File: src/rtl/key_pkg.sv
// key_pkg: shared types and default timing for the key filter.
// Defaults assume a 50 MHz sys_clk (20 ms debounce, 1 s long press).
package key_pkg;

  typedef enum logic [1:0] {
    IDLE,
    PRESS_FILT,
    DOWN,
    REL_FILT
  } key_st_e;

  localparam int KEY_DEBOUNCE_DEF = 1_000_000;
  localparam int KEY_LONG_DEF     = 50_000_000;

endpackage

File: src/rtl/key_filter_ch.sv
// key_filter_ch: one key channel - 2-flop synchronizer, debounce FSM,
// optional long-press counter (KEY_FILTER_LONG_EN). Ports: sys_clk,
// sys_rst_n, key (raw, active-low) -> key_level/press/release/long.
module key_filter_ch
  import key_pkg::*;
#(
  parameter int DEBOUNCE_CNT = KEY_DEBOUNCE_DEF,
  parameter int LONG_CNT     = KEY_LONG_DEF
) (
  input  logic sys_clk,
  input  logic sys_rst_n,
  input  logic key,
  output logic key_level,
  output logic key_press,
  output logic key_release,
  output logic key_long
);

  localparam int CW = (DEBOUNCE_CNT > 2) ?
                      $clog2(DEBOUNCE_CNT) : 1;
  localparam logic [CW-1:0] CNT_MAX = CW'(DEBOUNCE_CNT - 1);

  logic          sync1;
  logic          sync2;
  logic          s;
  key_st_e       st;
  logic [CW-1:0] cnt;

  // Pins idle high, so the synchronizer resets to "released".
  always_ff @(posedge sys_clk or negedge sys_rst_n) begin
    if (!sys_rst_n) begin
      sync1 <= 1'b1;
      sync2 <= 1'b1;
    end else begin
      sync1 <= key;
      sync2 <= sync1;
    end
  end

  assign s = ~sync2;

`ifdef KEY_FILTER_LONG_EN
  localparam int LW = $clog2(LONG_CNT + 1);
  localparam logic [LW-1:0] L_MAX  = LW'(LONG_CNT);
  localparam logic [LW-1:0] L_FIRE = LW'(LONG_CNT - 1);
  logic [LW-1:0] lcnt;
`endif

  always_ff @(posedge sys_clk or negedge sys_rst_n) begin
    if (!sys_rst_n) begin
      st          <= IDLE;
      cnt         <= '0;
      key_level   <= 1'b0;
      key_press   <= 1'b0;
      key_release <= 1'b0;
`ifdef KEY_FILTER_LONG_EN
      lcnt        <= '0;
      key_long    <= 1'b0;
`endif
    end else begin
      key_press   <= 1'b0;
      key_release <= 1'b0;
`ifdef KEY_FILTER_LONG_EN
      key_long    <= 1'b0;
      // Saturating hold timer; fires once as it steps
      // from LONG_CNT-1 to LONG_CNT.
      if (st == DOWN || st == REL_FILT) begin
        if (lcnt == L_FIRE) key_long <= 1'b1;
        if (lcnt != L_MAX) lcnt <= lcnt + LW'(1);
      end
`endif
      unique case (st)
        IDLE: begin
          if (s) begin
            st  <= PRESS_FILT;
            cnt <= '0;
          end
        end
        PRESS_FILT: begin
          if (!s) begin
            st  <= IDLE;
            cnt <= '0;
          end else if (cnt == CNT_MAX) begin
            st        <= DOWN;
            cnt       <= '0;
            key_level <= 1'b1;
            key_press <= 1'b1;
`ifdef KEY_FILTER_LONG_EN
            lcnt      <= '0;
`endif
          end else begin
            cnt <= cnt + CW'(1);
          end
        end
        DOWN: begin
          if (!s) begin
            st  <= REL_FILT;
            cnt <= '0;
          end
        end
        REL_FILT: begin
          // Bounce back to DOWN keeps the hold timer running.
          if (s) begin
            st  <= DOWN;
            cnt <= '0;
          end else if (cnt == CNT_MAX) begin
            st          <= IDLE;
            cnt         <= '0;
            key_level   <= 1'b0;
            key_release <= 1'b1;
          end else begin
            cnt <= cnt + CW'(1);
          end
        end
        default: begin
          st  <= IDLE;
          cnt <= '0;
        end
      endcase
    end
  end

`ifndef KEY_FILTER_LONG_EN
  assign key_long = 1'b0;
`endif

endmodule

File: src/rtl/key_filter.sv
// key_filter: N_KEY independent debounced push-button channels.
// Long-press strobe built only with KEY_FILTER_LONG_EN defined.
module key_filter
  import key_pkg::*;
#(
  parameter int N_KEY        = 2,
  parameter int DEBOUNCE_CNT = KEY_DEBOUNCE_DEF,
  parameter int LONG_CNT     = KEY_LONG_DEF
) (
  input  logic             sys_clk,
  input  logic             sys_rst_n,
  input  logic [N_KEY-1:0] key,
  output logic [N_KEY-1:0] key_level,
  output logic [N_KEY-1:0] key_press,
  output logic [N_KEY-1:0] key_release,
  output logic [N_KEY-1:0] key_long
);

  for (genvar i = 0; i < N_KEY; i++) begin : g_ch
    key_filter_ch #(
      .DEBOUNCE_CNT(DEBOUNCE_CNT),
      .LONG_CNT    (LONG_CNT)
    ) u_ch (
      .sys_clk    (sys_clk),
      .sys_rst_n  (sys_rst_n),
      .key        (key[i]),
      .key_level  (key_level[i]),
      .key_press  (key_press[i]),
      .key_release(key_release[i]),
      .key_long   (key_long[i])
    );
  end

endmodule

File: config.mk
export PLATFORM = sky130hd
export DESIGN_NAME = key_filter
export DESIGN_NICKNAME = d
export VERILOG_FILES = /design/src/rtl/key_pkg.sv /design/src/rtl/key_filter_ch.sv /design/src/rtl/key_filter.sv
export SDC_FILE = /design/constraint.sdc
export NUM_CORES = 1
export LEC_CHECK = 0
export BUFFER_PORTS_ARGS = -buffer_cell sky130_fd_sc_hd__buf_4
export CORE_UTILIZATION = 50
export CTS_CLUSTER_DIAMETER = 100
export DETAILED_ROUTE_END_ITERATION = 7
export HOLD_SLACK_MARGIN = 0.05
export PLACE_DENSITY = 0.69
export SYNTH_ARGS = -nofsm -noshare
export SYNTH_HDL_FRONTEND = slang
export SYNTH_SLANG_ARGS = --single-unit
File: constraint.sdc
create_clock -name sys_clk -period 2.25 [get_ports sys_clk]
set_input_delay 0.5625 -clock sys_clk [delete_from_list [all_inputs] [get_ports sys_clk]]
set_output_delay 0.5625 -clock sys_clk [all_outputs]
set_load 0.02 [all_outputs]
==> impl_metrics.py <==
metrics = {
    "clocking": {
        "root_buffer": "clkbuf_8",
        "cts_tree": "built",
        "clkTransAtPathRegs_ns": 0.10,
        "clock-sinks": 54,
        "htree_levels": 2,
        "clock_path_buffers": 2,
        "cts_buffers": 5,
        "clk_latency_ns": 0.30,
    },
    "cells_and_area": {
        "ff_latch_area_um2": 1360,
        "nets": 345,
        "synthToLayoutAreaGrowth_pct": 11.6,
        "multiInputGateArea_um2": 1350,
        "nFillCells": 504,
        "n_antenna_cell": 0,
        "fin_util_pct": 57.9,
        "finalNonFillerCells": 412,
        "final_layout_size_suffix_gt1_share_pct": 15.6,
        "final_cell_area_um2": 3190,
    },
    "run": {
        "cap_viol_max_count": 0,
    },
    "sta": {
        "max-slew-margin-rel_pct": 55.8,
        "fmax_mhz": 451,
        "rsz0062_at_grt": "yes",
        "setup_violations": 0,
        "worst_slew_pin_slew_ns": 0.664,
        "period_needed_ns": 2.22,
        "slew_viol_final": 0,
        "fin_crit_sh_pct": 98.5,
        "holdWs_ns": 0.276,
        "clock_skew_ns": 0.00876,
        "hold_viol": 0,
        "setup_tns_ns": 0,
        "fin_ws_ns": 0.0329,
    },
    "worst_setup_path": {
        "cp_max_fo": 24,
        "cp.arrival_ns": 2.41,
        "rrSetupSlack_ns": 0.03,
        "startpoint_type": "flip-flop",
        "r2r_cells": 6,
        "cp-end-kind": "flip-flop",
        "worstSetupPathType": "reg2reg",
        "startpoint": "g_ch[0].u_ch.cnt[12]",
        "cp-endpoint": "g_ch[0].u_ch.cnt[18]",
        "crit_required_ns": 2.45,
        "reg2reg_from": "g_ch[0].u_ch.cnt[12]",
        "rr_endpoint": "g_ch[0].u_ch.cnt[18]",
    },
    "floorplan": {
        "ioPinCount": 12,
        "dieArea_um2": 6020,
        "die_w_um": 77.6,
        "fp.dieH_um": 77.6,
        "initial_core_util_pct": 51.9,
        "std_cell_rows": 27,
        "core_um2": 5510,
    },
    "synth": {
        "synth.distinct_cells": 46,
        "synthFlopType": "dfrtp_1",
        "synth.most_common_cell": "dfrtp_1",
        "netlist_area_um2": 2860,
        "yosys.area.top_type": "dfrtp_1",
        "synthTopCellsByCount": "dfrtp_1 (50), nand2_1 (42), nand3_1 (26)",
        "synth.area.top_cells": "dfrtp_1 (44%), nand2_1 (5.5%), a31oi_1 (5.0%)",
        "syn_avg_cell_area_um2": 8.99,
        "synth_seq_cells": 54,
        "synth_edf_count": 0,
        "synth_top_area_share_pct": 43.8,
        "synth_warnings": 0,
        "synthArstFlopShare_pct": 100,
        "syn_inst": 318,
        "synth-seq-area-share_pct": 47.5,
    },
    "pwr": {
        "p_leak_nw": 1.37,
        "power_density_nw_per_um2": 530,
        "p_total_mw": 1.69,
        "peakVddDrop_mv": 0.437,
    },
    "drt": {
        "routed_wl_um": 6050,
        "drt-pass1-iter-count": 5,
        "via_per_inst": 5.89,
        "dr_total_vias": 2427,
        "post_drt_wl_per_cell_um": 14.7,
        "drc": 0,
        "drtIter0Drc": 120,
        "ant_nets": 0,
    },
    "global_routing": {
        "grt_start_max_net_pins": 55,
        "first_global_vias": 2282,
        "grt_use_total_pct": 21.1,
        "grt_pass1_wl_um": 10100,
        "grt_remaining_overflow": 0,
        "antenna_found_initial": 0,
    },
    "place": {
        "dp.final_hpwl_um": 4060,
        "dpl_cell_area_um2": 3060,
        "gp_congestion": 0.782,
        "dp.cells": 401,
        "numPortBuffers": 9,
        "dp_slack_ns": 0.0502,
    },
    "run_status": {
        "status": "finished clean",
    },
    "worst_hold_path": {
        "worstHoldPathType": "in2async",
    },
}
-- sequential cells by signal, summed over array words and instances (netlist names), named ones only --
signal / count
g_ch.u_ch.st: 2
g_ch.u_ch.sync2: 2
g_ch.u_ch.sync1: 2
g_ch.u_ch.key_release: 2
g_ch.u_ch.cnt: 40
g_ch.u_ch.key_level: 2
g_ch.u_ch.key_press: 2
-- power by group --
| part | internal, mW | switching (mW) |
|---|---|---|
| sequential | 0.990 | 0.0198 |
| combinational | 0.0400 | 0.0747 |
| clock | 0.249 | 0.316 |
| total | 1.28 | 0.410 |
-- worst min-delay path by stage --
stage | to | cells past startpoint | slack [ns]
after global placement | g_ch[1].u_ch.sync2 | 0 | 0.35
after detailed placement | g_ch[1].u_ch.sync2 | 0 | 0.35
after floorplan | async pin | 0 | 0.27
after CTS | g_ch[0].u_ch.st[0] | 1 | 0.31
final | g_ch[0].u_ch.st[0] | 1 | 0.28
after global routing | g_ch[0].u_ch.cnt[10] | 1 | 0.34
-- layout make-up --
class | count | area share (%)
sequential | 54 | 42.5
multi-input combinational | 234 | 42.3
timing repair buffer | 33 | 8.20
tap | 72 | 2.83
clock buffer | 7 | 2.71
inverter | 11 | 1.30
clock inverter | 1 | 0.157
-- worst max-delay path: stages (launching register included) --
cell and delay (ns):
dfrtp_1 0.38, or4_1 0.52, or4b_4 0.49, o21ba_1 0.21, buf_4 0.21, a32oi_1 0.22, nand2_1 0.07
-- placed cells by master (no fill, tap or decap), types with 3 or more instances in the layout --
cell type and instances:
a21o_1 3, buf_4 30, or3_1 8, a22o_1 4, mux2i_1 3, nor3_1 10
nand3_1 26, and3_1 10, inv_1 11, dfrtp_1 50, clkbuf_8 6, nand2_1 42
a31oi_1 23, a21oi_1 23, and4_1 3, o21ai_0 18, dfstp_2 4, nor2_1 18
o211ai_1 3, nand4_1 5
-- what timing repair did --
| action | in CTS | in global routing |
|---|---|---|
| buffers inserted | 0 | 2 |
| endpoints found under the setup margin | 0 | 8 |
| resized for setup | 0 | 4 |
| hold buffers | 0 | 0 |
-- logic make-up (layout without fill, tap and decap cells) --
family,after synthesis,after routing,synth area share (%)
muxes,4,4,1.44
xor gates and xnor gates,2,2,0.613
buffers and inverters,31,52,6.04
and+or+nand+nor,136,136,24.5
DFF,54,54,47.5
AOI/OAI and AO/OA,88,88,18.9
adders and majority gates,2,2,0.876
other,1,2,0.131
-- routing by layer --
| layer | part of all wire [%] | GRT usage, % | wire length, um |
|---|---|---|---|
| met5 | 0 | 0 | 0 |
| met4 | 1.7 | 9.81 | 102 |
| met3 | 2.4 | 3.41 | 145 |
| met2 | 50 | 35.7 | 3030 |
| met1 | 46 | 26.2 | 2770 |
Note: power is estimated with default switching activity, not from simulation.
